$ cat config.mk
export PLATFORM = sky130hd
export DESIGN_NAME = alu_div_flat
export DESIGN_NICKNAME = d
export VERILOG_FILES = /design/src/rtl/alu_div_if.sv /design/src/rtl/alu_div.sv /design/src/flat_wrapper.sv
export SDC_FILE = /design/constraint.sdc
export NUM_CORES = 1
export LEC_CHECK = 0
export CORE_ASPECT_RATIO = 0.6
export CORE_MARGIN = 1.5
export CORE_UTILIZATION = 51
export DETAILED_ROUTE_END_ITERATION = 16
export PLACE_DENSITY = 0.77
export SKIP_LAST_GASP = 1
export SYNTH_ARGS = -nofsm -noshare
export SYNTH_HDL_FRONTEND = slang
export SYNTH_SLANG_ARGS = --single-unit
$ cat constraint.sdc
create_clock -name clock -period 2.6 [get_ports clock]
set_clock_uncertainty 0.15 [all_clocks]
set_input_delay 0.26 -clock clock [delete_from_list [all_inputs] [get_ports clock]]
set_output_delay 0.26 -clock clock [all_outputs]
set_load 0.01 [all_outputs]
$ cat src/rtl/alu_div_if.sv
// Start/done handshake bundle for the sequential 32/16 divider.
interface alu_div_if;
  logic        start;
  logic        is_signed;
  logic [31:0] dividend;
  logic [15:0] divisor;
  logic        busy;
  logic        done;
  logic [15:0] quotient;
  logic [15:0] remainder;
  logic        overflow;
  logic        div_by_zero;

  modport master (
    output start, is_signed, dividend, divisor,
    input  busy, done, quotient, remainder, overflow, div_by_zero
  );

  modport slave (
    input  start, is_signed, dividend, divisor,
    output busy, done, quotient, remainder, overflow, div_by_zero
  );
endinterface

$ cat src/rtl/alu_div.sv
// Sequential 32/16 restoring divider (DIVU/DIVS), one quotient bit per clock,
// with 68000-style overflow and divide-by-zero handling.
module alu_div #(
  parameter int ITER = 32
) (
  input  logic     clock,
  input  logic     reset_n,
  alu_div_if.slave bus
);

  typedef enum logic [1:0] {IDLE, RUN, FIX, DONE} state_t;

  localparam logic [4:0] LAST = 5'(ITER - 1);

  state_t      state, state_nxt;
  logic [31:0] q_acc;
  logic [15:0] r_acc;
  logic [15:0] dvs;
  logic        sgn, sign_q, sign_r;
  logic [4:0]  cnt;
  logic [15:0] quot_reg, rem_reg;
  logic        ovf_reg, dbz_reg;

  logic        accept;
  logic [31:0] dvd_mag;
  logic [15:0] dvs_mag;
  logic [16:0] shifted;
  logic        fits;
  logic [15:0] r_nxt;
  logic        ovf_fix;

  always_comb begin
    accept  = (state == IDLE) && bus.start;
    dvd_mag = (bus.is_signed && bus.dividend[31]) ? -bus.dividend : bus.dividend;
    dvs_mag = (bus.is_signed && bus.divisor[15])  ? -bus.divisor  : bus.divisor;
    // Partial remainder is always below the divisor, so 16 bits hold it and
    // the shifted value needs 17; this covers a 0x8000 divisor magnitude.
    shifted = {r_acc, q_acc[31]};
    fits    = shifted >= {1'b0, dvs};
    r_nxt   = fits ? 16'(shifted - {1'b0, dvs}) : shifted[15:0];
    if (sgn)
      ovf_fix = sign_q ? (q_acc > 32'd32768) : (q_acc > 32'd32767);
    else
      ovf_fix = (q_acc[31:16] != '0);
  end

  always_ff @(posedge clock or negedge reset_n) begin
    if (!reset_n) state <= IDLE;
    else          state <= state_nxt;
  end

  always_comb begin
    state_nxt = state;
    unique case (state)
      IDLE: if (bus.start) state_nxt = (bus.divisor == '0) ? DONE : RUN;
      RUN:  if (cnt == LAST) state_nxt = FIX;
      FIX:  state_nxt = DONE;
      DONE: state_nxt = IDLE;
    endcase
  end

  always_ff @(posedge clock or negedge reset_n) begin
    if (!reset_n) begin
      q_acc    <= '0;
      r_acc    <= '0;
      dvs      <= '0;
      sgn      <= 1'b0;
      sign_q   <= 1'b0;
      sign_r   <= 1'b0;
      cnt      <= '0;
      quot_reg <= '0;
      rem_reg  <= '0;
      ovf_reg  <= 1'b0;
      dbz_reg  <= 1'b0;
    end else begin
      unique case (state)
        IDLE: if (accept) begin
          q_acc   <= dvd_mag;
          r_acc   <= '0;
          dvs     <= dvs_mag;
          sgn     <= bus.is_signed;
          sign_q  <= bus.is_signed & (bus.dividend[31] ^ bus.divisor[15]);
          sign_r  <= bus.is_signed & bus.dividend[31];
          cnt     <= '0;
          ovf_reg <= 1'b0;
          dbz_reg <= (bus.divisor == '0);
        end
        RUN: begin
          q_acc <= {q_acc[30:0], fits};
          r_acc <= r_nxt;
          cnt   <= cnt + 5'd1;
        end
        FIX: begin
          // Results land here so they are visible during the done cycle;
          // an overflowing divide leaves the previous result in place.
          ovf_reg <= ovf_fix;
          if (!ovf_fix) begin
            quot_reg <= sign_q ? -q_acc[15:0] : q_acc[15:0];
            rem_reg  <= sign_r ? -r_acc : r_acc;
          end
        end
        DONE: begin
          ovf_reg <= 1'b0;
          dbz_reg <= 1'b0;
        end
      endcase
    end
  end

  always_comb begin
    bus.busy        = (state == RUN) || (state == FIX);
    bus.done        = (state == DONE);
    bus.quotient    = quot_reg;
    bus.remainder   = rem_reg;
    bus.overflow    = ovf_reg;
    bus.div_by_zero = dbz_reg;
  end

endmodule
$ cat src/flat_wrapper.sv
// flat-port wrapper written by rule: the top's interface ports become plain ports
module alu_div_flat 
#(
  parameter int ITER = 32
)
  (clock, reset_n, bus_start, bus_is_signed, bus_dividend, bus_divisor, bus_busy, bus_done, bus_quotient, bus_remainder, bus_overflow, bus_div_by_zero);
  alu_div_if bus_i ();
  input  logic clock;
  input  logic reset_n;
  input wire logic [$bits(bus_i.start)-1:0] bus_start;
  input wire logic [$bits(bus_i.is_signed)-1:0] bus_is_signed;
  input wire logic [$bits(bus_i.dividend)-1:0] bus_dividend;
  input wire logic [$bits(bus_i.divisor)-1:0] bus_divisor;
  output wire logic [$bits(bus_i.busy)-1:0] bus_busy;
  output wire logic [$bits(bus_i.done)-1:0] bus_done;
  output wire logic [$bits(bus_i.quotient)-1:0] bus_quotient;
  output wire logic [$bits(bus_i.remainder)-1:0] bus_remainder;
  output wire logic [$bits(bus_i.overflow)-1:0] bus_overflow;
  output wire logic [$bits(bus_i.div_by_zero)-1:0] bus_div_by_zero;
  assign bus_i.start = bus_start;
  assign bus_i.is_signed = bus_is_signed;
  assign bus_i.dividend = bus_dividend;
  assign bus_i.divisor = bus_divisor;
  assign bus_busy = bus_i.busy;
  assign bus_done = bus_i.done;
  assign bus_quotient = bus_i.quotient;
  assign bus_remainder = bus_i.remainder;
  assign bus_overflow = bus_i.overflow;
  assign bus_div_by_zero = bus_i.div_by_zero;
  alu_div #(.ITER(ITER)) u_core (.clock(clock), .reset_n(reset_n), .bus(bus_i));
endmodule
==> Word-level counts from Yosys, hierarchy flattened <==
Cells that the tools add are included.
{ "totals": {"ff_bits": 108, "inputBits": 52, "elab_cells": 69} }
{ "classes": {"add_sub_neg": 6, "n_lt_le_gt_ge": 3, "eq_ne": 7, "mux": 21, "bitwise_logic": 4, "n_reduce_logical": 16} }
{ "ops": {"columns": ["op", "n"], "rows": [
  ["$mux 16", 5],
  ["$mux 32", 2],
  ["$pmux 32 s2", 1],
  ["$neg 16->16", 3],
  ["$gt 32x15->1 const B", 1],
  ["$gt 32x16->1 const B", 1],
  ["$neg 32->32", 1],
  ["$pmux 16 s2", 1],
  ["$ge 17x16->1", 1],
  ["$logic_not 16->1", 1],
  ["$reduce_bool 16->1", 1],
  ["$sub 16x16->16", 1],
  ["$reduce_and 2->1", 6],
  ["$pmux 5 s2", 1],
  ["$pmux 2 s4", 1],
  ["$mux 2", 3],
  ["$add 5x1->5 const B", 1],
  ["$eq 5x5->1 const B", 1],
  ["$mux 5", 1],
  ["$eq 2x2->1 const B", 2],
  ["$mux 1", 4],
  ["$ne 2x1->1 const B", 2],
  ["$reduce_bool 2->1", 2],
  ["$logic_and 1x1->1", 3],
  ["other kinds (10)", 11]
]} }

==> Longest topological paths before layout <==
{ "depth": {"word_depth": 5, "depth_mapped": 11} }

==> Worst setup path before layout <==
No wires, ideal clock.
{ "synth_timing": {"path_kind": "register to register", "from": "register u_core.r_acc[3]", "to": "register u_core.r_acc[0]", "setup_time_ns": 0.104, "arrival_ns": 2.334, "t_required_ns": 2.346, "slack_ns": 0.012, "stages_incl_launch_ff": 10, "period_less_slack_ns": 2.588, "path_cell_list": "dfrtp_1 > ha_1 > a21o_1 > a31oi_1 > nand4_2 > and3b_1 > clkbuf_1 > or2_1 > clkbuf_1 > o311ai_1"} }
{ "synth_via": {"elab_chain_cells": 3} }
{ "synth_lines": {"columns": ["item", "line", "rtl"], "rows": [
  ["from (decl)", "alu_div.sv:17", "logic [15:0] r_acc;"],
  ["from (signal assigned)", "alu_div.sv:90", "r_acc <= r_nxt;"],
  ["$ge 17x16->1", "alu_div.sv:39", "fits = shifted >= {1'b0, dvs};"],
  ["$mux 16", "alu_div.sv:40", "r_nxt = fits ? 16'(shifted - {1'b0, dvs}) : shifted[15:0];"],
  ["$pmux 16 s2", "alu_div.sv:76", "unique case (state)"]
]} }
No other way between the ends.
A chain may end at the register's enable or synchronous reset.

==> Worst setup path in the final report <==
{ "layout_timing": {"from": "register u_core.q_acc[31]", "to": "register u_core.r_acc[14]"} }
{ "layout_via": {"elab_chain_cells": 3} }
{ "layout_lines": {"columns": ["item", "line", "rtl"], "rows": [
  ["from (decl)", "alu_div.sv:16", "logic [31:0] q_acc;"],
  ["from (signal assigned)", "alu_div.sv:78", "q_acc <= dvd_mag;"],
  ["from (signal assigned)", "alu_div.sv:89", "q_acc <= {q_acc[30:0], fits};"],
  ["$sub 16x16->16 / $ge 17x16->1 (equally long branches)", "alu_div.sv:40, alu_div.sv:39", null],
  ["$mux 16 (*)", "alu_div.sv:40", null],
  ["$pmux 16 s2 (*)", "alu_div.sv:76", null]
]} }
Every way passes the cells marked *; elsewhere a longest branch is shown, timed or not.

==> impl_metrics.py <==
metrics = {
    "outcome": {
        "status": "complete, no violations",
    },
    "logic_synthesis": {
        "yosysUniqueCellTypes": 69,
        "ys_seq_area_share_pct": 37.7,
        "synth_flop_cell": "dfrtp_1",
        "syn-num-nets": 912,
        "synth_edf_count": 0,
        "synth_seq_cells": 108,
        "synthArstFlopShare_pct": 100,
        "yosysWarnings": 0,
        "syn_area_um2": 7160,
        "avgSynthCellArea_um2": 8.61,
        "synthCells": 832,
    },
    "setup_path": {
        "crit_path_end_kind": "flop",
        "cp_data_arrival_time_ns": 2.64,
        "path_cells": "inv_2 > ha_4 > inv_1 > fa_2 > a21o_1 > a221oi_4 > o221a_4 > a31o_4 > xor2_1 > o31ai_1",
        "slowest_stage": "dfrtp_1",
        "crit_path_max_incr_delay_ns": 0.40,
        "criticalPathCategory": "reg2reg",
        "critPathLaunchType": "flop",
        "worstPathMaxFanout": 3,
        "cp_num_buf_inv": 2,
        "crit_required_ns": 2.70,
        "critical_path.top_delay_family": "compound AO/OA/AOI/OAI gates",
    },
    "pwr": {
        "vdd_drop_max_v": 0.000887,
        "pwr-share-comb_pct": 61.5,
        "p_per_area_nw_per_um2": 1150,
        "p_total_mw": 10.8,
        "p_sw_mw": 4.83,
        "seq_power_share_pct": 26.0,
        "power.leakage_nw": 3.95,
        "internal_power_mw": 5.95,
        "switching_share_pct": 44.8,
        "p_clk_share_pct": 12.5,
    },
    "timing": {
        "hold_violations": 0,
        "slew_headroom_pct": 58.3,
        "fmax_mhz": 394,
        "drv_slew": 0,
        "worst_pin_slew_ns": 0.625,
        "setup_slack_ns": 0.0589,
        "setup_viol": 0,
        "finalCritPeriodShare_pct": 97.7,
        "fin_crit_ns": 2.54,
    },
    "layout": {
        "num-nets-final": 1061,
        "mostFrequentLayoutCell": "dfrtp_1",
        "syn2layout_area_growth_pct": 30.8,
        "n_antenna_cell": 0,
        "drive_gt1_share_pct": 17.2,
        "fillCellCount": 1095,
        "final_cell_mix": "dfrtp_1, buf_4, nand2_1, clkdlybuf4s50_1, o21ai_0",
    },
    "grt": {
        "grt_overflow": 0,
        "grt_start_max_net_pins": 49,
        "grt_usage_pct": 27.4,
        "antenna_found_initial": 0,
        "grt_pass1_vias": 5952,
        "grt_pass1_wl_um": 31400,
    },
    "placed_design": {
        "dp_hpwl_um": 15300,
        "pre_cts_slack_ns": -0.178,
        "portBuffers": 87,
        "globalplace.congestion": 0.939,
    },
    "route": {
        "route.detailed.drc": 0,
        "drtIter0Drc": 561,
        "first_pass_iters": 5,
        "wl_per_cell_um": 17.1,
        "wl_um": 20100,
        "num_vias": 6888,
        "via_per_inst": 5.85,
        "ant_nets": 0,
    },
    "floorplanning": {
        "die-area_um2": 14800,
        "io-pin-count": 88,
        "fp.coreArea_um2": 13700,
        "initial_utilization_pct": 52.4,
        "fp.dieW_um": 156,
        "fp-row-count": 33,
        "die_height_um": 94.8,
    },
    "worst_hold_path": {
        "hold_path.class": "in2async",
    },
    "clock_network": {
        "cts_buffers": 9,
        "cts-root-buf": "clkbuf_16",
        "clock-sinks": 108,
        "cts.clk_slew.worst_paths_ns": 0.08,
        "tritoncts": "yes",
        "clkLatencyLatePin_ns": 0.36,
        "cts.path.max_buffers": 2,
        "htree_levels": 3,
    },
    "run": {
        "max-cap-violations": 0,
    },
}
[registers in the layout, summed over array words and instances, names as in the netlist, 2 cells and up]
name,flops
u_core.q_acc,32
u_core.bus.quotient,16
u_core.bus.remainder,16
u_core.dvs,16
u_core.r_acc,16
u_core.cnt,5
u_core.state,2
[power groups by stage]
stage,logic [mW],clock network (mW),registers (mW)
3_3_place_gp,5.86,0,2.74
6_report,6.63,1.35,2.80
3_5_place_dp,5.99,0,2.76
4_1_cts,6.05,1.36,2.73
5_1_grt,7.25,1.43,2.86
2_1_floorplan,3.87,0,2.68
[layout make-up]
type                            count  area, um^2  share of cell area [%]
Clock buffer                        9         225                    2.40
Clock inverter                      6        61.3                   0.654
Inverter                           34         128                    1.36
Multi-Input combinational cell    639        4330                    46.2
Sequential cell                   108        2710                    28.9
Tap cell                          192         240                    2.56
Timing Repair Buffer              189        1670                    17.9
[synthesized netlist by cell type (3+ instances only)]
| cell type | n | area, um^2 |
|---|---|---|
| nand2b_1 | 4 | 25.0 |
| or2_2 | 3 | 18.8 |
| mux2i_1 | 6 | 60.1 |
| or3_1 | 6 | 37.5 |
| a31oi_1 | 9 | 56.3 |
| nand2_1 | 86 | 323 |
| o21ai_1 | 3 | 15.0 |
| nand4_1 | 9 | 56.3 |
| ha_1 | 27 | 338 |
| o211ai_1 | 21 | 158 |
| inv_1 | 34 | 128 |
| a22oi_1 | 16 | 120 |
| nor2_1 | 69 | 259 |
| clkbuf_1 | 35 | 131 |
| a31o_2 | 3 | 26.3 |
| a22o_1 | 3 | 26.3 |
| or4_1 | 8 | 60.1 |
| a21o_1 | 6 | 45.0 |
| xor2_1 | 44 | 385 |
| o311ai_1 | 3 | 26.3 |
| o31ai_1 | 13 | 97.6 |
| o41ai_1 | 4 | 35.0 |
| a21oi_1 | 58 | 290 |
| nor2b_1 | 5 | 31.3 |
| mux2_2 | 7 | 78.8 |
| nor3_1 | 10 | 50.1 |
| a211oi_1 | 7 | 52.6 |
| o21a_1 | 3 | 22.5 |
| dfrtp_1 | 108 | 2700 |
| a41oi_1 | 3 | 26.3 |
| buf_2 | 12 | 60.1 |
| o21ai_0 | 69 | 345 |
| nand3_1 | 19 | 95.1 |
| xnor2_1 | 35 | 307 |
| nor4_1 | 14 | 87.6 |
| o22ai_1 | 12 | 75.1 |
| and2_1 | 8 | 50.1 |
| and3_1 | 5 | 31.3 |
| o31a_1 | 8 | 70.1 |
[cells by family (layout without fill, tap and decap cells)]
kind of cell               after synthesis  in the layout  share of synthesized area (%)
AOI/OAI and AO/OA                      259            259                           23.5
xor gates and xnor gates                79             79                           9.66
adders and majority gates               28             28                           4.99
muxes                                   13             13                           1.94
buffers and inverters                   85            238                           4.70
DFF                                    108            108                           37.7
and+or+nand+nor                        260            260                           17.5
[metal layers]
layer | share of wire, % | track usage, % | wire length, um | vias to the layer above
met4 | 0.78 | 4.60 | 157 | 0
met3 | 10 | 6.65 | 2060 | 19
met5 | 0 | 0 | 0 | -
li1 | - | - | - | 3316
met2 | 39 | 35.9 | 7780 | 336
met1 | 50 | 44.7 | 10100 | 3217
[stage by stage]
stage	hold WS [ns]	util, %	area (um^2)	instances	TNS [ns]
4_1_cts	0.265	66.7	9120	1169	-0.0113
5_1_grt	0.287	68.6	9370	1177	-0.103
6_report	0.248	68.6	9370	1177	0
3_5_place_dp	0.106	64.5	8810	1153	-1.10
2_1_floorplan	-0.186	-	7160	832	0
3_3_place_gp	0.108	64.5	8810	1153	-0.414
[worst paths after layout]
path / startpoint / end / slack, ns / cells past startpoint
worst max-delay path: u_core.q_acc[31]$_DFFE_PN0P_ / u_core.r_acc[14]$_DFFE_PN0P_ / 0.06 / 10
worst min-delay path: reset_n / u_core.bus.remainder[12]$_DFFE_PN0P_ / 0.25 / 2
worst max register to register: u_core.q_acc[31]$_DFFE_PN0P_ / u_core.r_acc[14]$_DFFE_PN0P_ / 0.06 / 10
worst min register to register: u_core.dvs[4]$_DFFE_PN0P_ / u_core.dvs[4]$_DFFE_PN0P_ / 0.33 / 2
max in group asynchronous: reset_n / u_core.q_acc[5]$_DFFE_PN0P_ / 1.34 / 3
min in group clock: u_core.dvs[4]$_DFFE_PN0P_ / u_core.dvs[4]$_DFFE_PN0P_ / 0.33 / 2
[repair_timing]
| item | 4_1_cts | 5_1_grt |
|---|---|---|
| endpoints found under the hold margin | 35 | 0 |
| setup buffers | 0 | 8 |
| pin swaps | 0 | 8 |
| hold buffers | 1 | 0 |
| gates resized for setup | 2 | 34 |
| setup endpoints to repair | 3 | 44 |
Power figures use the tool's default switching activity.
